$ cat config.mk
export PLATFORM = sky130hd
export DESIGN_NAME = image_link_ctrl_flat
export DESIGN_NICKNAME = d
export VERILOG_FILES = /design/src/rtl/image_link_ctrl_pkg.sv /design/src/rtl/image_link_ctrl_if.sv /design/src/rtl/image_link_ctrl_obuf.sv /design/src/rtl/image_link_ctrl.sv /design/src/flat_wrapper.sv
export SDC_FILE = /design/constraint.sdc
export NUM_CORES = 1
export LEC_CHECK = 0
export ABC_AREA = 1
export CORE_MARGIN = 3
export CORE_UTILIZATION = 40
export CTS_CLUSTER_SIZE = 10
export DETAILED_ROUTE_END_ITERATION = 12
export HOLD_SLACK_MARGIN = 0.02
export PLACE_DENSITY_LB_ADDON = 0.12
export SETUP_SLACK_MARGIN = 0.05
export SYNTH_ARGS = -nofsm -noshare
export SYNTH_HDL_FRONTEND = slang
export SYNTH_SLANG_ARGS = --single-unit
$ cat constraint.sdc
create_clock -name clk -period 5.7 [get_ports clk]
set_input_delay 0.855 -clock clk [delete_from_list [all_inputs] [get_ports clk]]
set_output_delay 0.855 -clock clk [all_outputs]
set_load 0.01 [all_outputs]
$ cat src/rtl/image_link_ctrl_pkg.sv
// Shared types and constants for the image link controller (FSM states, header layout, error codes).
// Optional checksum trailer is enabled by defining IMAGE_LINK_CKSUM_EN.
`timescale 1ns/1ps
package image_link_ctrl_pkg;

  typedef enum logic [3:0] {
    LS_IDLE,
    LS_HDR_CFG,
    LS_HDR_W0,
    LS_HDR_W1,
    LS_HDR_H0,
    LS_HDR_H1,
    LS_STREAM,
    LS_DRAIN,
    LS_TRAILER
  } link_state_t;

  localparam logic [7:0] LINK_SYNC_BYTE = 8'hA5;

  localparam logic [1:0] LINK_ERR_NONE     = 2'd0;
  localparam logic [1:0] LINK_ERR_BAD_HDR  = 2'd1;
  localparam logic [1:0] LINK_ERR_TIMEOUT  = 2'd2;
  localparam logic [1:0] LINK_ERR_OVERFLOW = 2'd3;

  // Byte offsets of the header fields within the RX stream
  localparam int LINK_HDR_OFF_SYNC = 0;
  localparam int LINK_HDR_OFF_CFG  = 1;
  localparam int LINK_HDR_OFF_W_LO = 2;
  localparam int LINK_HDR_OFF_W_HI = 3;
  localparam int LINK_HDR_OFF_H_LO = 4;
  localparam int LINK_HDR_OFF_H_HI = 5;

  function automatic int ksel_w(input int n_kernels);
    return (n_kernels > 2) ? $clog2(n_kernels) : 1;
  endfunction

endpackage

$ cat src/rtl/image_link_ctrl_if.sv
// Byte/pixel link bundle between UART, Canny pipeline and the link controller.
// slave = controller side, master = surrounding chip / testbench side.
`timescale 1ns/1ps
interface image_link_if
  import image_link_ctrl_pkg::*;
#(
  parameter int PIX_W     = 8,
  parameter int N_KERNELS = 2
);
  localparam int KSEL_W = ksel_w(N_KERNELS);

  logic [PIX_W-1:0]  rx_data;
  logic              rx_valid;
  logic [PIX_W-1:0]  pix_out;
  logic              pix_out_valid;
  logic [PIX_W-1:0]  pix_in;
  logic              pix_in_valid;
  logic [PIX_W-1:0]  tx_data;
  logic              tx_wr;
  logic              tx_full;
  logic [KSEL_W-1:0] kernel_select;
  logic [1:0]        fill_select;
  logic              busy;
  logic              frame_done;
  logic [1:0]        err_code;

  modport slave (
    input  rx_data, rx_valid, pix_in, pix_in_valid, tx_full,
    output pix_out, pix_out_valid, tx_data, tx_wr,
           kernel_select, fill_select, busy, frame_done, err_code
  );

  modport master (
    output rx_data, rx_valid, pix_in, pix_in_valid, tx_full,
    input  pix_out, pix_out_valid, tx_data, tx_wr,
           kernel_select, fill_select, busy, frame_done, err_code
  );

endinterface

$ cat src/rtl/image_link_ctrl_obuf.sv
// link_obuf: synchronous FIFO buffering pipeline output against TX back-pressure.
// Push on a full FIFO is accepted only when a pop happens in the same cycle.
`timescale 1ns/1ps
module link_obuf #(
  parameter int WIDTH = 8,
  parameter int DEPTH = 16
) (
  input  logic             clk,
  input  logic             rstN,
  input  logic             push,
  input  logic             pop,
  input  logic             flush,
  input  logic [WIDTH-1:0] din,
  output logic [WIDTH-1:0] dout,
  output logic             full,
  output logic             empty
);
  localparam int AW = $clog2(DEPTH);

  logic [WIDTH-1:0] mem [DEPTH];
  logic [AW-1:0]    wr_ptr;
  logic [AW-1:0]    rd_ptr;
  logic [AW:0]      count;
  logic             do_wr;
  logic             do_rd;

  assign full  = (count == (AW+1)'(DEPTH));
  assign empty = (count == '0);
  assign do_rd = pop && !empty;
  assign do_wr = push && (!full || do_rd);
  assign dout  = mem[rd_ptr];

  always_ff @(posedge clk) begin
    if (!rstN || flush) begin
      wr_ptr <= '0;
      rd_ptr <= '0;
      count  <= '0;
    end else begin
      if (do_wr) wr_ptr <= wr_ptr + AW'(1);
      if (do_rd) rd_ptr <= rd_ptr + AW'(1);
      case ({do_wr, do_rd})
        2'b10:   count <= count + (AW+1)'(1);
        2'b01:   count <= count - (AW+1)'(1);
        default: count <= count;
      endcase
    end
  end

  // Storage carries data only, so it is left out of reset
  always_ff @(posedge clk) begin
    if (do_wr) mem[wr_ptr] <= din;
  end

endmodule

$ cat src/rtl/image_link_ctrl.sv
// Frame-level link controller: parses the in-band header, forwards W*H pixels, buffers results for TX.
// Define IMAGE_LINK_CKSUM_EN to append an XOR checksum trailer byte to every completed frame.
`timescale 1ns/1ps
module image_link_ctrl
  import image_link_ctrl_pkg::*;
#(
  parameter int PIX_W       = 8,
  parameter int MAX_W       = 640,
  parameter int MAX_H       = 480,
  parameter int N_KERNELS   = 2,
  parameter int OBUF_DEPTH  = 16,
  parameter int TIMEOUT_CYC = 1_000_000
) (
  input  logic       clk,
  input  logic       rstN,
  image_link_if.slave link
);
  localparam int KSEL_W = ksel_w(N_KERNELS);
  localparam int CNT_W  = $clog2(MAX_W*MAX_H+1);
  localparam int TO_W   = $clog2(TIMEOUT_CYC+1);
  localparam logic [CNT_W-1:0] CNT_MAX = '1;

  link_state_t      state;
  logic [7:0]       cfg_q, w_lo_q, w_hi_q, h_lo_q;
  logic [CNT_W-1:0] wh_q, in_cnt, out_cnt, wh_calc;
  logic [TO_W-1:0]  to_cnt;
  logic [15:0]      hdr_w, hdr_h;
  logic             hdr_bad;
  logic             out_phase, activity, timeout_hit, overflow;
  logic             ob_push, ob_pop, ob_full, ob_empty;
  logic [PIX_W-1:0] ob_dout;

  assign hdr_w   = {w_hi_q, w_lo_q};
  assign hdr_h   = {link.rx_data, h_lo_q};
  assign hdr_bad = (hdr_w == '0) || (hdr_h == '0) ||
                   (32'(hdr_w) > MAX_W) || (32'(hdr_h) > MAX_H) ||
                   (32'(cfg_q[7:2]) >= N_KERNELS);
  assign wh_calc = CNT_W'(hdr_w) * CNT_W'(hdr_h);

  assign out_phase   = (state == LS_STREAM) || (state == LS_DRAIN);
  assign activity    = link.rx_valid || link.pix_in_valid;
  assign timeout_hit = out_phase && !activity && (to_cnt == TO_W'(TIMEOUT_CYC-1));

  // A pop frees a slot in the same cycle, so push-on-full with pop is not an overflow
  assign ob_pop   = !ob_empty && !link.tx_full;
  assign ob_push  = out_phase && link.pix_in_valid && (!ob_full || ob_pop);
  assign overflow = out_phase && link.pix_in_valid && ob_full && !ob_pop;

`ifdef IMAGE_LINK_CKSUM_EN
  logic [7:0] cksum;
  logic       trailer_wr;
  assign trailer_wr   = (state == LS_TRAILER) && !link.tx_full;
  assign link.tx_wr   = ob_pop || trailer_wr;
  assign link.tx_data = trailer_wr ? cksum : (ob_empty ? '0 : ob_dout);
`else
  assign link.tx_wr   = ob_pop;
  assign link.tx_data = ob_empty ? '0 : ob_dout;
`endif

  link_obuf #(
    .WIDTH (PIX_W),
    .DEPTH (OBUF_DEPTH)
  ) u_obuf (
    .clk   (clk),
    .rstN  (rstN),
    .push  (ob_push),
    .pop   (ob_pop),
    .flush (timeout_hit),
    .din   (link.pix_in),
    .dout  (ob_dout),
    .full  (ob_full),
    .empty (ob_empty)
  );

  always_ff @(posedge clk) begin
    if (!rstN) begin
      state              <= LS_IDLE;
      cfg_q              <= '0;
      w_lo_q             <= '0;
      w_hi_q             <= '0;
      h_lo_q             <= '0;
      wh_q               <= '0;
      in_cnt             <= '0;
      out_cnt            <= '0;
      to_cnt             <= '0;
      link.pix_out       <= '0;
      link.pix_out_valid <= 1'b0;
      link.kernel_select <= '0;
      link.fill_select   <= '0;
      link.busy          <= 1'b0;
      link.frame_done    <= 1'b0;
      link.err_code      <= LINK_ERR_NONE;
`ifdef IMAGE_LINK_CKSUM_EN
      cksum              <= '0;
`endif
    end else begin
      link.pix_out_valid <= 1'b0;
      link.frame_done    <= 1'b0;

      if (out_phase && link.pix_in_valid) begin
        if (out_cnt != CNT_MAX) out_cnt <= out_cnt + CNT_W'(1);
        if (overflow) link.err_code <= LINK_ERR_OVERFLOW;
      end

      if (out_phase) to_cnt <= activity ? '0 : to_cnt + TO_W'(1);
      else           to_cnt <= '0;

`ifdef IMAGE_LINK_CKSUM_EN
      if (out_phase && ob_pop) cksum <= cksum ^ 8'(ob_dout);
`endif

      case (state)
        LS_IDLE: begin
          if (link.rx_valid && (link.rx_data == LINK_SYNC_BYTE)) begin
            state         <= LS_HDR_CFG;
            link.err_code <= LINK_ERR_NONE;
            link.busy     <= 1'b1;
`ifdef IMAGE_LINK_CKSUM_EN
            cksum         <= '0;
`endif
          end
        end
        LS_HDR_CFG: if (link.rx_valid) begin cfg_q  <= link.rx_data; state <= LS_HDR_W0; end
        LS_HDR_W0:  if (link.rx_valid) begin w_lo_q <= link.rx_data; state <= LS_HDR_W1; end
        LS_HDR_W1:  if (link.rx_valid) begin w_hi_q <= link.rx_data; state <= LS_HDR_H0; end
        LS_HDR_H0:  if (link.rx_valid) begin h_lo_q <= link.rx_data; state <= LS_HDR_H1; end
        LS_HDR_H1: begin
          if (link.rx_valid) begin
            if (hdr_bad) begin
              link.err_code <= LINK_ERR_BAD_HDR;
              link.busy     <= 1'b0;
              state         <= LS_IDLE;
            end else begin
              link.kernel_select <= cfg_q[KSEL_W+1:2];
              link.fill_select   <= cfg_q[1:0];
              wh_q               <= wh_calc;
              in_cnt             <= '0;
              out_cnt            <= '0;
              state              <= LS_STREAM;
            end
          end
        end
        LS_STREAM: begin
          if (link.rx_valid) begin
            link.pix_out       <= link.rx_data;
            link.pix_out_valid <= 1'b1;
            in_cnt             <= in_cnt + CNT_W'(1);
            if ((in_cnt + CNT_W'(1)) == wh_q) state <= LS_DRAIN;
          end
        end
        LS_DRAIN: begin
          if ((out_cnt == wh_q) && ob_empty && !link.pix_in_valid) begin
`ifdef IMAGE_LINK_CKSUM_EN
            state           <= LS_TRAILER;
`else
            state           <= LS_IDLE;
            link.busy       <= 1'b0;
            link.frame_done <= 1'b1;
`endif
          end
        end
        LS_TRAILER: begin
`ifdef IMAGE_LINK_CKSUM_EN
          if (!link.tx_full) begin
            state           <= LS_IDLE;
            link.busy       <= 1'b0;
            link.frame_done <= 1'b1;
          end
`else
          state <= LS_IDLE;
`endif
        end
        default: state <= LS_IDLE;
      endcase

      // Timeout abandons the frame regardless of where it stood
      if (timeout_hit) begin
        state           <= LS_IDLE;
        link.busy       <= 1'b0;
        link.frame_done <= 1'b0;
        link.err_code   <= LINK_ERR_TIMEOUT;
      end
    end
  end

endmodule

$ cat src/flat_wrapper.sv
// flat-port wrapper written by rule: the top's interface ports become plain ports
module image_link_ctrl_flat import image_link_ctrl_pkg::*;
#(
  parameter int PIX_W       = 8,
  parameter int MAX_W       = 640,
  parameter int MAX_H       = 480,
  parameter int N_KERNELS   = 2,
  parameter int OBUF_DEPTH  = 16,
  parameter int TIMEOUT_CYC = 1_000_000
)
  (clk, rstN, link_rx_data, link_rx_valid, link_pix_in, link_pix_in_valid, link_tx_full, link_pix_out, link_pix_out_valid, link_tx_data, link_tx_wr, link_kernel_select, link_fill_select, link_busy, link_frame_done, link_err_code);
  image_link_if #(.PIX_W(PIX_W), .N_KERNELS(N_KERNELS)) link_i ();
  input  logic clk;
  input  logic rstN;
  input wire logic [$bits(link_i.rx_data)-1:0] link_rx_data;
  input wire logic [$bits(link_i.rx_valid)-1:0] link_rx_valid;
  input wire logic [$bits(link_i.pix_in)-1:0] link_pix_in;
  input wire logic [$bits(link_i.pix_in_valid)-1:0] link_pix_in_valid;
  input wire logic [$bits(link_i.tx_full)-1:0] link_tx_full;
  output wire logic [$bits(link_i.pix_out)-1:0] link_pix_out;
  output wire logic [$bits(link_i.pix_out_valid)-1:0] link_pix_out_valid;
  output wire logic [$bits(link_i.tx_data)-1:0] link_tx_data;
  output wire logic [$bits(link_i.tx_wr)-1:0] link_tx_wr;
  output wire logic [$bits(link_i.kernel_select)-1:0] link_kernel_select;
  output wire logic [$bits(link_i.fill_select)-1:0] link_fill_select;
  output wire logic [$bits(link_i.busy)-1:0] link_busy;
  output wire logic [$bits(link_i.frame_done)-1:0] link_frame_done;
  output wire logic [$bits(link_i.err_code)-1:0] link_err_code;
  assign link_i.rx_data = link_rx_data;
  assign link_i.rx_valid = link_rx_valid;
  assign link_i.pix_in = link_pix_in;
  assign link_i.pix_in_valid = link_pix_in_valid;
  assign link_i.tx_full = link_tx_full;
  assign link_pix_out = link_i.pix_out;
  assign link_pix_out_valid = link_i.pix_out_valid;
  assign link_tx_data = link_i.tx_data;
  assign link_tx_wr = link_i.tx_wr;
  assign link_kernel_select = link_i.kernel_select;
  assign link_fill_select = link_i.fill_select;
  assign link_busy = link_i.busy;
  assign link_frame_done = link_i.frame_done;
  assign link_err_code = link_i.err_code;
  image_link_ctrl #(.PIX_W(PIX_W), .MAX_W(MAX_W), .MAX_H(MAX_H), .N_KERNELS(N_KERNELS), .OBUF_DEPTH(OBUF_DEPTH), .TIMEOUT_CYC(TIMEOUT_CYC)) u_core (.clk(clk), .rstN(rstN), .link(link_i));
endmodule
==> out/metrics.cfg <==
[logic_synthesis]
syn_inst = 2175
ys.flop_type = dfxtp_1
ys_ff_latch = 273
synth_fp_nets = 2383
postSynthAreaPerCell_um2 = 8.169
yosysSeqAreaShare_pct = 37.97
synth.distinct_cells = 55
syn_area_um2 = 17770
synthTopCellsByArea = edfxtp_1 (22%), dfxtp_1 (16%), fa_1 (14%), nand2_1 (9.3%), inv_1 (7.9%)
netlist.area_leader.share_pct = 21.63
synth-edff-count = 128
yosysWarnings = 0
synth_top_cell_by_area = edfxtp_1
postSynth.asyncResetShare_pct = 0

[floorplan]
rows = 76
fp.dieH_um = 216.8
die_area_um2 = 46980
die_w_um = 216.8
coreArea_um2 = 43460
initial_utilization_pct = 40.88
io_pins = 46

[final_layout]
fill_cells = 4284
fin_nets = 2451
multi_input_area_um2 = 9213
drive_gt1_share_pct = 8.363
final_common_cell = nand2_1
antenna_cells = 0
fin_cells = 2845
area_growth_pct = 13.99
final_cell_mix = nand2_1 (439), inv_1 (375), nor2_1 (239), o21ai_0 (139), dfxtp_1 (132)
seq_area_um2 = 6763
final_util_pct = 46.60

[power]
power.share.clock_pct = 35.4
swShare_pct = 32.60
p_leak_nw = 8.594
total_power_mw = 5.955
power_switching_mw = 1.941
ir_worst_vdd_uv = 169.8
p_per_area_nw_per_um2 = 294.1
comb_power_share_pct = 26.7
p_int_mw = 4.014
seq_power_share_pct = 37.9

[drt]
first_iter_violations = 1035
final_antenna_net_count = 0
via_per_inst = 5.018
firstDrtPassIters = 5
drt-wirelength-per-cell_um = 17.30
via_count = 14280
drt-total-wl_um = 49220
drc_errors = 0

[critical_path]
startpoint_type = primary input
crit_required_ns = 6.12
crit_start = link_rx_data[4]
max_stage_delay_ns = 0.56
end_kind = flip-flop
cp_slowest_cell = fa_1
path_buf_inv = 7
crit_fanout = 8
worstPathCellList = clkdlybuf4s15_1, nand2_1, inv_1, fa_1, inv_1, fa_1, inv_1, fa_1, fa_1, fa_1, inv_1, fa_1, inv_1, ha_1, nand2_1, nand2_1, a221o_1, a31o_2, nand3_1, nand3_1, nand2_1, inv_1
path_class = in2reg
arrival_ns = 5.80
crit_family = adder cells
r2r-start = u_core.h_lo_q[4]

[sta]
hold_violations = 0
grt_setup_unrepaired = false
clock.fmax_mhz = 185.6
finalCritPeriodShare_pct = 94.52
drv_slew = 0
period_needed_ns = 5.388
setup_viol_count_final = 0
worst_pin_slew_ns = 1.083
whs_ns = 0.4367
finClkSkew_ns = 0.02049
relSlewSlack_pct = 27.71

[grt]
grt_max_degree = 65
grt-ovfl-total = 0
grt_pass1_wl_um = 78410
grt_pass1_vias = 14190
grt.total_usage_pct = 20.95
antenna_found_initial = 0

[min_path]
hp-start = u_core.to_cnt[0]
hold_class = reg2reg

[clock_network]
hold_buffers = 0
numCtsBuffers = 35
cts_sinks = 273
clockRootBuffer = clkbuf_16
cts_tree = done
post-cts-setup-buffer-count = 0
h-tree-depth = 2
clockBufferDepth = 3
clkLatencyLatePin_ns = 0.53
path_clk_slew_ns = 0.05

[placement]
dp_hpwl_um = 36280
port_buffers = 45
gp_congestion = 0.8557
placed_cells = 2791

[run]
max_cap_violations = 0

[run_status]
status = completed

[registers in the layout (all words and copies together) (netlist names), 19 cells and up, named ones only]
| name | count |
|---|---|
| u_core.wh_q | 19 |
| u_core.to_cnt | 20 |
| u_core.out_cnt | 19 |
| u_core.in_cnt | 19 |
| u_core.u_obuf.mem | 128 |
[cells in the mapped netlist (all sizes together) (29+ instances only)]
cell / instances
xor2: 29
buf: 32
nor2: 252
edfxtp: 128
fa: 120
o21ai: 144
nand3: 83
clkbuf: 55
inv: 384
nand2: 449
dfxtp: 145
xnor2: 29
a21oi: 109
ha: 67
[layer usage]
layer  routed length [um]  vias up  track usage, %
met1                23050     6908           28.80
met3                 1971       60           2.276
met5                    0        -               0
met2                23200      274           35.51
met4                  990        0           5.384
li1                     -     7033               -
[power groups by stage]
stage / Sequential (mW) / Clock (mW) / Combinational, mW
finish: 2.25 / 2.11 / 1.59
CTS: 2.25 / 2.15 / 1.60
global placement: 2.29 / 0 / 1.58
floorplan: 2.21 / 0 / 1.06
detailed placement: 2.29 / 0 / 1.60
global route: 2.26 / 2.23 / 1.80
[timing repair]
| item | in CTS | in global routing |
|---|---|---|
| endpoints found under the setup margin | 4 | 8 |
| pin swaps | 0 | 3 |
| cloned | 0 | 0 |
| resized for setup | 3 | 24 |
[worst reg2reg max path, cell delays in order, from the launching register on]
cell	delay, ns
dfxtp_1	0.50
buf_4	0.23
nand2_1	0.06
inv_1	0.07
fa_1	0.47
fa_1	0.52
ha_1	0.24
fa_1	0.53
inv_1	0.05
fa_1	0.47
fa_1	0.54
inv_1	0.04
ha_1	0.36
nand2_1	0.09
o21ai_0	0.19
buf_4	0.15
a21oi_1	0.04
inv_1	0.08
a31oi_1	0.08
or2_2	0.27
nand3_1	0.14
o21ai_0	0.12
[cell type report]
| cell class | instances | area share [%] |
|---|---|---|
| clock inverter | 5 | 0.4819 |
| tap | 585 | 3.614 |
| inverter | 387 | 7.173 |
| timing repair buffer | 118 | 5.066 |
| clock buffer | 49 | 4.782 |
| multi-input combinational | 1428 | 45.49 |
| sequential | 273 | 33.39 |
[kinds of logic (layout without fill, tap and decap cells)]
kind of cell    count (synthesis)  in the layout  share of synthesized area (%)
xor+xnor                       58             58                          2.859
fa+ha+maj                     187            187                          18.24
simple gates                  862            862                          20.62
buf+inv                       474            559                          10.24
flops                         273            273                          37.97
compound gates                321            321                          10.07
[metrics by stage]
stage          setup slack [ns]  cell area (um^2)  setup TNS, ns
6_report                 0.3121             20250              0
5_1_grt                 0.05443             20250              0
4_1_cts                 0.02686             20220              0
3_5_place_dp            -0.5814             19160         -3.570
3_3_place_gp            -0.5142             19160         -3.098
2_1_floorplan           0.05276             17790              0
[final timing paths]
kind                       to  slack [ns]  depth (start not counted)
min reg2reg  u_core.to_cnt[0]        0.44                          1
max           u_core.wh_q[18]        0.31                         22
max reg2reg   u_core.wh_q[12]        0.33                         21
min          u_core.to_cnt[0]        0.44                          1
(Power assumes the default switching activity.)
==> RTL change, RTL diff (same settings) <==
Re-encode `link_state_t` (9 states) as one-hot, 9 bits wide.
--- a/src/rtl/image_link_ctrl_pkg.sv
+++ b/src/rtl/image_link_ctrl_pkg.sv
@@ -5,12 +5,12 @@
 
-  typedef enum logic [3:0] {
-    LS_IDLE,
-    LS_HDR_CFG,
-    LS_HDR_W0,
-    LS_HDR_W1,
-    LS_HDR_H0,
-    LS_HDR_H1,
-    LS_STREAM,
-    LS_DRAIN,
-    LS_TRAILER
+  typedef enum logic [8:0] {
+    LS_IDLE    = 9'b000000001,
+    LS_HDR_CFG = 9'b000000010,
+    LS_HDR_W0  = 9'b000000100,
+    LS_HDR_W1  = 9'b000001000,
+    LS_HDR_H0  = 9'b000010000,
+    LS_HDR_H1  = 9'b000100000,
+    LS_STREAM  = 9'b001000000,
+    LS_DRAIN   = 9'b010000000,
+    LS_TRAILER = 9'b100000000
   } link_state_t;
Function: no difference found for any inputs over 4 cycles, from zero or initial values and one cycle with rstN low; so few cycles prove little.
==> RTL change against the original RTL <==
  * Critical path depth decreased by 1
  * Global-route usage is 0.26 points lower
  * Critical path type unchanged
  * Design area is 2.5% higher
  * Synthesized area grew 2.1%
  * Die area rose by 2.0%
  * Wire length down 2.7%
  * Utilization hardly changed
  * Via count grew 1.4%
  * Sequential cell count grew 5
  * Worst hold slack improved by 0.023 ns
  * Worst setup slack lost 0.018 ns
  * Total power shrank 7.4%
  * Sequential share of layout area decreased by 0.32 points
  * Maximum frequency shrank 0.34%
==> RTL change: results (changes against the original RTL) <==
Layout
  – Antenna fix cells: 1 (+1)
  – Share of layout cells above drive strength 1: 9.24% (+0.88 points)
  – Signal buffers share of area: 5.47% (+0.41 points)
  – CLK BUF: 57 (+16%)
  – Multi-input gate area: 0.00943 mm² (+2.4%)
  – Finished Cell Area: 0.0208 mm² (+2.5%)
  – Bufs w/o clock: 134 (+14%)
  – Non-clk invs: 406 (+4.9%)
  – Final sequential cell count: 278 (+1.8%)

Placed design
  – Pre-CTS WS: -0.571 ns (+0.0102 ns)
  – Placed Area: 0.0196 mm² (+2.5%)
  – Hpwl dp: 35.8 mm (-1.2%)

Synth
  – Syn_nets: 2418 (+1.5%)
  – Syn_area_per_cell: 8.21 µm² (+0.46%)
  – Synth unique cells: 52 (-5.5%)

Detailed routing
  – Met2 routed WL: 22.5 mm (-3.0%)
  – Wire length on met3: 1.78 mm (-9.9%)
  – Met1 wire length: 22.4 mm (-2.6%)
  – Router iterations before antenna repair: 7 (+2)

Global routing
  – Met1 usage: 28.4% (-0.39 points)
  – GR Layer Usage met2: 34.3% (-1.2 points)
  – First-pass GRT wire length: 78.7 mm (+0.36%)
  – Vias in the first global route: 14647 (+3.2%)
  – Met3 Use GR: 2.81% (+0.53 points)

Critical path
  – Worst EP arrival: 5.83 ns (+0.03 ns)
  – Beginning of the critical path: link_rx_data[0]
  – Worst Reg-to-Reg Cells: 22 (+4.8%)
  – RR Endpoint: u_core.wh_q[18]$_SDFFE_PN0P_
  – Crit-path max FO: 6 (-2)
  – Worst setup endpoint: u_core.wh_q[14]$_SDFFE_PN0P_

Pwr
  – Leak: 9.01 nW (+4.9%)
  – Maximum vdd drop: 0.191 mV (+13%)

Floorplan
  – Die area: 0.0479 mm² (+2.0%)

Outcome
  – Status: finished clean

STA
  – WHS: 0.460 ns (+0.0231 ns)

Clock network
  – TritonCTS Buffers: 36 (+2.9%)
-- RTL change: cell count changes after synthesis, moves of 6 or more --
cell / unedited run / this run
inv_1: 375 / 396
xor2_1: 29 / 41
buf_2: 23 / 8
clkbuf_1: 55 / 78
o22ai_1: 26 / 18
a21oi_1: 109 / 118
nand4_1: 19 / 27
nor2_2: 7 / 13
nand2_1: 439 / 414
-- RTL change: what timing repair did --
action                     4_1_cts  5_1_grt
setup endpoints to repair        3        8
pin swaps                        1        4
resized for setup                3       31
setup buffers                    0        0
-- RTL change: cell families (layout without fill, tap and decap cells) --
logic type,Yosys count,after routing,share of synthesized area (%)
xor+xnor,72,72,3.48
compound gates,322,322,9.93
buf+inv,499,604,10.5
fa+ha+maj,187,187,17.9
simple gates,852,852,20.5
other cells,0,1,0
flops,278,278,37.8
-- RTL change: where the power goes --
group	internal, mW	switching (mW)
registers	2.14	0.0730
logic	0.441	0.791
clock network	1.20	0.867
total	3.78	1.73
